===== src/rtl/xadc_drp_arbiter.sv =====
// Round-robin arbiter sharing the XADC DRP read port among N_REQ requesters.
// Each grant issues one DRP read, waits for drdy (with timeout) and pulses rsp_valid to the owner.
module xadc_drp_arbiter #(
    parameter int unsigned N_REQ   = 4,
    parameter int unsigned TIMEOUT = 255,
    parameter int unsigned TO_W    = 8
) (
    input  logic                 clk_100MHz,
    input  logic                 rst_n,
    input  logic [N_REQ-1:0]     req,
    input  logic [7*N_REQ-1:0]   req_addr,
    output logic [N_REQ-1:0]     gnt,
    output logic [N_REQ-1:0]     rsp_valid,
    output logic [15:0]          rsp_data,
    output logic                 rsp_err,
    output logic                 busy,
    output logic [6:0]           drp_daddr,
    output logic                 drp_den,
    output logic                 drp_dwe,
    output logic [15:0]          drp_di,
    input  logic                 drp_drdy,
    input  logic [15:0]          drp_do
);

    localparam int unsigned IDX_W = (N_REQ > 1) ? $clog2(N_REQ) : 1;
    localparam int unsigned AW    = 7;

    typedef enum logic [1:0] {
        ST_IDLE,
        ST_WAIT,
        ST_RESP
    } state_t;

    state_t            state;
    logic [TO_W-1:0]   cnt;
    logic [IDX_W-1:0]  last;
    logic [IDX_W-1:0]  owner;
    logic [IDX_W-1:0]  win;
    logic              win_vld;
    logic [AW-1:0]     win_addr;

    assign drp_dwe = 1'b0;
    assign drp_di  = 16'h0000;

    // First set request bit searching upward from last+1, wrapping modulo N_REQ.
    always_comb begin
        int               idx;
        logic [IDX_W-1:0] cand;
        logic [N_REQ-1:0] sh;
        win     = '0;
        win_vld = 1'b0;
        idx     = 0;
        cand    = '0;
        sh      = '0;
        for (int k = 0; k < int'(N_REQ); k++) begin
            idx = int'(last) + 1 + k;
            if (idx >= int'(N_REQ)) begin
                idx = idx - int'(N_REQ);
            end
            cand = IDX_W'(idx);
            sh   = req >> cand;
            if (!win_vld && sh[0]) begin
                win     = cand;
                win_vld = 1'b1;
            end
        end
    end

    always_comb begin
        win_addr = '0;
        for (int i = 0; i < int'(N_REQ); i++) begin
            if (win == IDX_W'(i)) begin
                win_addr = req_addr[AW*i +: AW];
            end
        end
    end

    always_ff @(posedge clk_100MHz or negedge rst_n) begin
        if (!rst_n) begin
            state     <= ST_IDLE;
            gnt       <= '0;
            rsp_valid <= '0;
            rsp_data  <= '0;
            rsp_err   <= 1'b0;
            busy      <= 1'b0;
            drp_daddr <= '0;
            drp_den   <= 1'b0;
            cnt       <= '0;
            last      <= IDX_W'(N_REQ - 1);
            owner     <= '0;
        end else begin
            case (state)
                ST_IDLE: begin
                    if (win_vld) begin
                        gnt       <= N_REQ'(1) << win;
                        owner     <= win;
                        drp_daddr <= win_addr;
                        drp_den   <= 1'b1;
                        busy      <= 1'b1;
                        cnt       <= '0;
                        state     <= ST_WAIT;
                    end
                end
                ST_WAIT: begin
                    drp_den <= 1'b0;
                    // drdy has priority over a timeout on the same edge.
                    if (drp_drdy) begin
                        rsp_data  <= drp_do;
                        rsp_err   <= 1'b0;
                        rsp_valid <= gnt;
                        gnt       <= '0;
                        last      <= owner;
                        state     <= ST_RESP;
                    end else if (cnt == TO_W'(TIMEOUT - 1)) begin
                        rsp_data  <= '0;
                        rsp_err   <= 1'b1;
                        rsp_valid <= gnt;
                        gnt       <= '0;
                        last      <= owner;
                        state     <= ST_RESP;
                    end else begin
                        cnt <= cnt + 1'b1;
                    end
                end
                ST_RESP: begin
                    rsp_valid <= '0;
                    busy      <= 1'b0;
                    state     <= ST_IDLE;
                end
                default: begin
                    state <= ST_IDLE;
                end
            endcase
        end
    end

endmodule


===== config.mk =====
export PLATFORM = sky130hd
export DESIGN_NAME = xadc_drp_arbiter
export DESIGN_NICKNAME = d
export VERILOG_FILES = /design/src/rtl/xadc_drp_arbiter.sv
export SDC_FILE = /design/constraint.sdc
export NUM_CORES = 1
export LEC_CHECK = 0
export CAP_MARGIN = 40
export CORE_MARGIN = 2
export CORE_UTILIZATION = 39
export CTS_CLUSTER_DIAMETER = 100
export DETAILED_ROUTE_END_ITERATION = 8
export PLACE_DENSITY = 0.82
export SLEW_MARGIN = 20
export SYNTH_ARGS = -nofsm -noshare
export SYNTH_HDL_FRONTEND = slang
export SYNTH_SLANG_ARGS = --single-unit

===== constraint.sdc =====
create_clock -name clk_100MHz -period 1.8 [get_ports clk_100MHz]
set_input_delay 0.54 -clock clk_100MHz [delete_from_list [all_inputs] [get_ports clk_100MHz]]
set_output_delay 0.54 -clock clk_100MHz [all_outputs]
set_load 0.02 [all_outputs]

Word level (Yosys, flattened, before mapping)
Cells that the tools add are included.
{"block": "op_classes", "add_sub_neg": 9, "magnitude_cmp": 4, "eq_ne": 10, "shift": 5, "mux": 40, "reduce_logical": 20}
{"operator": "$mux 16", "n": 2}
{"operator": "$mux 7", "n": 4}
{"operator": "$mux 2", "n": 13}
{"operator": "$mux 8", "n": 3}
{"operator": "$mux 4", "n": 5}
{"operator": "$pmux 4 s2", "n": 2}
{"operator": "$pmux 8 s2", "n": 1}
{"operator": "$shr 4x2->1", "n": 4}
{"operator": "$ge 4x3->1 const B", "n": 3}
{"operator": "$reduce_and 2->1", "n": 6}
{"operator": "$add 3x2->4 const B", "n": 2}
{"operator": "$add 8x1->8 const B", "n": 1}
{"operator": "$eq 8x8->1 const B", "n": 1}
{"operator": "$reduce_bool 2->1", "n": 4}
{"operator": "$sub 2x1->2 const B", "n": 4}
{"operator": "$mux 1", "n": 7}
{"operator": "$eq 2x2->1 const B", "n": 3}
{"operator": "$ne 2x2->1 const B", "n": 3}
{"operator": "$add 3x1->4 const B", "n": 1}
{"operator": "$eq 2x1->1 const B", "n": 2}
{"operator": "$logic_not 2->1", "n": 2}
{"operator": "$pmux 1 s2", "n": 2}
{"operator": "$pmux 2 s2", "n": 1}
{"operator": "$reduce_and 4->1", "n": 1}
{"operator": "other kinds (7)", "n": 11}
{"block": "totals", "register_bits": 48, "inputBits": 51, "output_inout_bits": 51}

Logic depth before layout (Yosys ltp)
Gate-level depths: netlist of run 1.
{"block": "logic_depth", "word_depth": 19, "depth_mapped": 8}

Worst setup path after synthesis of run 1
No wires, ideal clock.
{"block": "synth_timing", "kind": "flip-flop to flip-flop", "from": "register last[1]", "to": "register drp_daddr[4]", "setup_time_ps": 87, "arrival_time_ps": 1607, "t_required_ps": 1713, "path_slack_ps": 106, "stages_incl_launch_ff": 6, "n_path_buf": 0, "synth_period_minus_slack_ps": 1694, "cell_sequence": "dfstp_2 mux2i_1 o22ai_2 a21oi_2 mux2_2 o211ai_1"}
{"block": "synth_via", "elab_chain_len": 19, "word_cells_on_any_way": 43, "cone_classes": "add/sub (8); order compare (4); eq/ne (3); shift (4); mux (16); reduce/logical (8)"}
{"element": "from (decl)", "line": "36", "rtl": "logic [IDX_W-1:0] last;"}
{"element": "from (signal assigned)", "line": "89", "rtl": "last <= IDX_W'(N_REQ - 1);"}
{"element": "from (signal assigned)", "line": "112", "rtl": "last <= owner;"}
{"element": "from (signal assigned)", "line": "119", "rtl": "last <= owner;"}
{"element": "$add 2x1->3 (*)", "line": "56", "rtl": "idx = int'(last) + 1 + k;"}
{"element": "parallel branches: the longest is 18 deep, another holds $add 3x1->4"}
{"element": "to (signal assigned)", "line": "97", "rtl": "drp_daddr <= win_addr;"}
{"element": "to (decl)", "line": "17", "rtl": "output logic [6:0] drp_daddr,"}
Every way passes the cells marked *.
A chain may end at the register's enable or synchronous reset.

Worst setup path after layout of run 1
Ends and elaborated chain as after synthesis.

==> results.yml, run 1 <==
layout:
  stdcell_count: 422
  nets: 397
  antenna_cells: 0
  num-fill-cells: 548
  syn_to_final_growth_pct: 48.2
  drive_gt1_frac: 0.186
cts:
  clk_path_buf_depth: 2
  hold_buffers: 0
  worstSkewPairLatency_ns: 0.31
  cts_buffers: 5
  clk_pin_slew_worst_paths_ns: 0.09
  cts_sinks: 48
  root_buffer: "clkbuf_8"
  cts.htree.levels: 2
  cts_tree: "yes"
floorplan:
  io_pins: 102
  start_util: 0.397
  die_y_um: 84.0
  rows: 29
  die_x_um: 84.0
  core_um2: 6280
  die_area_um2: 7050
sta:
  hold_slack_ns: 0.199
  final.setup_skew_ns: 0.0115
  rsz0062_at_grt: "yes"
  hold_viol_final: 0
  fmax_mhz: 572
  setup_viol: 0
  drv_slew: 0
  period_minus_slack_ns: 1.75
  fin_crit_sh: 0.972
synth:
  async_reset_ff_frac: 1.00
  synthAdderAreaFrac: 0.0100
  synth_compound_area_frac: 0.172
  synth-seq-cells: 48
  synthCells: 235
  netlist_area_um2: 2490
  synthMuxAreaShare: 0.0677
  synth_ff_type: "dfrtp_1"
  ys_types: 44
  syn_area_per_cell_um2: 10.6
  synth-seq-area-share: 0.482
  yosys.area_share.simple: 0.145
  synth_edf_count: 0
  synth-xor-area-share: 0.0211
  synth_top_family_by_area: "compound AO/OA/AOI/OAI gates"
  yosys_warnings: 0
power_and_ir_drop:
  peakVddDrop_mv: 0.787
  seq_power_share: 0.323
  pwr-share-clk: 0.161
  swShare: 0.386
  intPower_w: 0.00352
  pwr-share-comb: 0.516
  powerDensity_nw_per_um2: 1550
  p_leak_nw: 1.78
  p_sw_w: 0.00221
job:
  cap_violations: 0
drt:
  detail_route.iter0.violations: 78
  vias_per_cell: 5.01
  antenna_left: 0
  drc: 0
  dr.pass1.iters: 4
  wl_per_cell_um: 14.2
  vias: 2113
  wl_mm: 5.99
critical_path:
  cp.arrival_ns: 1.97
  path_class: "flop to flop"
  crit_path_end_kind: "flop"
  cp-start-kind: "flop"
  crit_fanout: 7
  cp_data_required_time_ns: 2.02
grt:
  grt_pass1_wl_mm: 9.95
  first_global_vias: 2122
  grt_start_max_net_pins: 49
  globalRouteOverflowTotal: 0
  track_usage: 0.173
  antenna_found_initial: 0
placement:
  place_congestion: 0.817
  portBuffers: 84
  numPlacedInstances: 413
  dp_hpwl_mm: 4.50
worst_hold_path:
  hold_class: "primary input to async pin"
status:
  status: "complete, no violations"
final timing paths:
path                               start      endpoint  slack [ns]  depth (start not counted)
worst max-delay path             last[1]  drp_daddr[4]        0.05                          6
worst min-delay path               rst_n   rsp_data[6]        0.20                          2
worst max register to register   last[1]  drp_daddr[4]        0.05                          6
worst min register to register  owner[1]      owner[1]        0.50                          2
max in group asynchronous          rst_n       last[1]        1.31                          2
min in group clk_100MHz         owner[1]      owner[1]        0.50                          2
cell usage in the layout, fill, tap and decap left out, types with 3 or more instances in the layout:
cell	n
dfrtp_1	46
clkdlybuf4s50_1	45
dlygate4sd2_1	36
buf_4	24
nand2_1	19
nand3_1	18
conb_1	17
a22o_1	16
nor2_1	14
inv_1	13
mux2i_1	9
o21ai_0	7
mux2_4	5
o211ai_1	5
clkbuf_8	5
a2bb2oi_1	4
o22ai_1	4
xor2_1	4
nand2b_1	3
nor3_1	3
buf_12	3
buf_6	3
cell type report:
class                   instances  area (um^2)  share of cell area
well taps                      77         96.3              0.0260
clock inverters                 2         60.1              0.0162
repair buffers                114         1070               0.289
inverters                      13         48.8              0.0132
flip-flops and latches         48         1200               0.325
multi-input cells             162         1150               0.310
clock buffers                   6         72.6              0.0196
cell usage after synthesis, types with 2 or more instances:
| cell | count | area [um^2] |
|---|---|---|
| ha_1 | 2 | 25.0 |
| nand4_1 | 2 | 12.5 |
| buf_2 | 6 | 30.0 |
| inv_1 | 13 | 48.8 |
| nor4_2 | 2 | 25.0 |
| o22ai_1 | 4 | 25.0 |
| buf_4 | 20 | 150 |
| a22o_1 | 16 | 140 |
| nand3_1 | 18 | 90.1 |
| dfrtp_1 | 46 | 1150 |
| a211oi_1 | 2 | 15.0 |
| nor3_1 | 3 | 15.0 |
| a2bb2oi_1 | 4 | 35.0 |
| o21ai_1 | 2 | 10.0 |
| nand2b_1 | 3 | 18.8 |
| dfstp_2 | 2 | 52.6 |
| a21oi_1 | 2 | 10.0 |
| xor2_1 | 4 | 35.0 |
| mux2_2 | 7 | 78.8 |
| o211ai_1 | 5 | 37.5 |
| mux2i_1 | 9 | 90.1 |
| nor2_1 | 14 | 52.6 |
| or3_1 | 2 | 12.5 |
| nand2_1 | 19 | 71.3 |
| buf_6 | 2 | 22.5 |
| o21ai_0 | 7 | 35.0 |
| xnor2_1 | 2 | 17.5 |
through the flow:
step | area, um^2 | setup TNS (ns) | util | total power [W] | setup slack, ns
finish | 3700 | 0 | 0.589 | 0.00573 | 0.0509
global route | 3700 | -0.181 | 0.589 | 0.00612 | -0.0434
CTS | 3650 | 0 | 0.582 | 0.00572 | 0.00153
detailed placement | 3540 | -9.11 | 0.564 | 0.00499 | -0.497
global placement | 3540 | -8.35 | 0.564 | 0.00488 | -0.440
floorplan | 2550 | 0 | - | 0.00356 | 0.106
power groups by stage:
stage	clock (W)	sequential, W	combinational, W
global route	0.000986	0.00193	0.00320
global placement	0	0.00186	0.00302
detailed placement	0	0.00189	0.00310
finish	0.000920	0.00185	0.00296
floorplan	0	0.00224	0.00132
CTS	0.000939	0.00186	0.00292
worst max-delay path, stage by stage (launching register included):
cell,delay [ns]
dfstp_2,0.60
mux2i_1,0.23
o22ai_2,0.11
a21oi_2,0.16
buf_6,0.17
mux2_4,0.30
o211ai_1,0.09
cell families (layout without fill, tap and decap cells):
| family | Yosys count | after routing |
|---|---|---|
| compound gates | 52 | 52 |
| mux | 16 | 16 |
| other cells | 1 | 17 |
| fa+ha+maj | 2 | 2 |
| simple gates | 69 | 69 |
| flops | 48 | 48 |
| xor+xnor | 6 | 6 |
| buf+inv | 41 | 135 |
what timing repair did:
item,CTS,global route
endpoints found under the setup margin,49,9
buffers inserted,1,0
pin swaps,1,8
resized for setup,39,11
routing by layer:
metal	up-vias	global-route usage	wire length, um
met4	0	0.0367	61
met2	74	0.288	3020
li1	1012	-	-
met1	1021	0.226	2550
met5	-	0	0
met3	6	0.0504	361
sequential cells by signal, indices dropped and copies added (netlist names), 2 cells and up:
register   count
gnt            4
state          2
owner          2
cnt            8
rsp_valid      4
drp_daddr      7
last           2
rsp_data      16
Note: power is estimated with default switching activity, not from simulation.
==> inputs of run 2 (changes only) <==
- CORE_UTILIZATION: 39 -> 46
- PLACE_DENSITY: 0.82 -> 0.9
- clock period: 1.8 -> 2.25 ns (I/O delays scaled with it)
==> results.yml, run 2 (synthesis gave the netlist of run 1 again) <==
cts:
  cts_buffers: 5
  cts_sinks: 48
  clk_pin_slew_worst_paths_ns: 0.09
  cts.htree.levels: 2
  post_cts_buffers: 0
  root_buffer: "clkbuf_8"
  hold_buffers: 0
  clk_path_buf_depth: 2
  cts_tree: "yes"
  post_cts_resized: 0
  worstSkewPairLatency_ns: 0.31
layout:
  multiInputGateArea_um2: 1110
  register_area_um2: 1200
  most-common-layout-cells: "clkdlybuf4s50_1 (83), dfrtp_1 (46), buf_4 (20), nand2_1 (19), nand3_1 (18)"
  final_common_cell: "clkdlybuf4s50_1"
  syn_to_final_growth_pct: 42.5
  fin_area_um2: 3550
  num-fill-cells: 388
  top_register: "rsp_data"
  drive_gt1_frac: 0.158
  antenna_cells: 0
  nets: 387
  largest_reg_flops: 16
  fin_util: 0.687
  reg_top3: "rsp_data: 16 flops, cnt: 8 flops, drp_daddr: 7 flops"
floorplan:
  die_area_um2: 6030
  core_um2: 5170
  start_util: 0.482
  die_x_um: 77.6
  rows: 26
  io_pins: 102
  die_y_um: 77.6
power_and_ir_drop:
  peakVddDrop_mv: 0.785
  p_leak_nw: 1.57
  power_w: 0.00453
  powerDensity_nw_per_um2: 1270
placement:
  dp_hpwl_mm: 4.91
  place_congestion: 0.841
  pre_cts_ws_ns: -0.213
  portBuffers: 84
  placed_area_um2: 3430
critical_path:
  reg2reg_to: "rsp_valid[2]"
  path_class: "primary input to flop"
  crit_path_end_kind: "flop"
  cp-start-kind: "primary input"
  crit_fanout: 6
  regToRegStartpoint: "cnt[0]"
  cp.arrival_ns: 2.36
  cp_data_required_time_ns: 2.48
  r2r_cells: 7
  ff2ff_setup_slack_ns: 0.27
sta:
  drv_slew: 0
  hold_viol_final: 0
  final.setup_skew_ns: 0.00919
  setup_viol: 0
  fin_crit_sh: 0.947
  timing.setup.tns_ns: 0
  setup_slack_ns: 0.119
  period_minus_slack_ns: 2.13
  fmax_mhz: 469
grt:
  first_global_vias: 2231
  grt_start_max_net_pins: 23
  grt_pass1_wl_mm: 10.5
  antenna_found_initial: 0
  track_usage: 0.220
  globalRouteOverflowTotal: 0
status:
  status: "complete, no violations"
worst_hold_path:
  hold_class: "primary input to async pin"
drt:
  vias_per_cell: 5.15
  detail_route.iter0.violations: 130
  vias: 2087
  wl_mm: 6.37
  antenna_left: 0
  dr.pass1.iters: 4
  drc: 0
  wl_per_cell_um: 15.7
job:
  cap_violations: 0
## run 2: power by group
part / leakage (nW) / switching (W) / internal [W]
clock network: 0.0583 / 0.000307 / 0.000335
logic: 0.903 / 0.00117 / 0.00117
registers: 0.606 / 0.000314 / 0.00123
total: 1.57 / 0.00179 / 0.00273
## run 2: through the flow
stage | hold slack, ns | instances
final | 0.314 | 405
after global routing | 0.342 | 405
after CTS | 0.332 | 405
after detailed placement | 0.471 | 397
after global placement | 0.466 | 397
after floorplan | 0.379 | 251
## run 2: layer usage
layer  track usage  part of all wire
met5             0                 0
met4        0.0929             0.029
met3        0.0372             0.040
met2         0.409              0.55
met1         0.246              0.38
## run 2: worst max-delay path by stage
stage                     startpoint      endpoint  slack (ns)
after CTS                     req[1]  drp_daddr[3]        0.08
after global placement        req[1]  drp_daddr[4]       -0.13
after floorplan               req[1]  drp_daddr[5]        0.44
after global routing          req[3]  drp_daddr[4]      -0.005
final                         req[3]  drp_daddr[3]        0.12
after detailed placement      req[1]  drp_daddr[1]       -0.21
## run 2: critical path, stage by stage
cell             delay, ns
clkdlybuf4s50_1       0.59
nand3b_1              0.16
a31oi_4               0.29
buf_4                 0.19
nand3_1               0.08
mux2_2                0.26
o211ai_1              0.10
## run 2: area by class of cell
class	count	area share
inverter	13	0.0137
timing repair buffer	104	0.277
sequential	48	0.339
clock buffer	5	0.0194
tap	70	0.0246
multi-input combinational	162	0.313
clock inverter	3	0.0134
==> inputs of run 3 (changes only) <==
- ABC_CLOCK_PERIOD_IN_PS: default -> 2250
- SLEW_MARGIN: 20 -> default
==> results of run 3 <==
The final DEF is identical to that of run 2; final timing and power are the same.
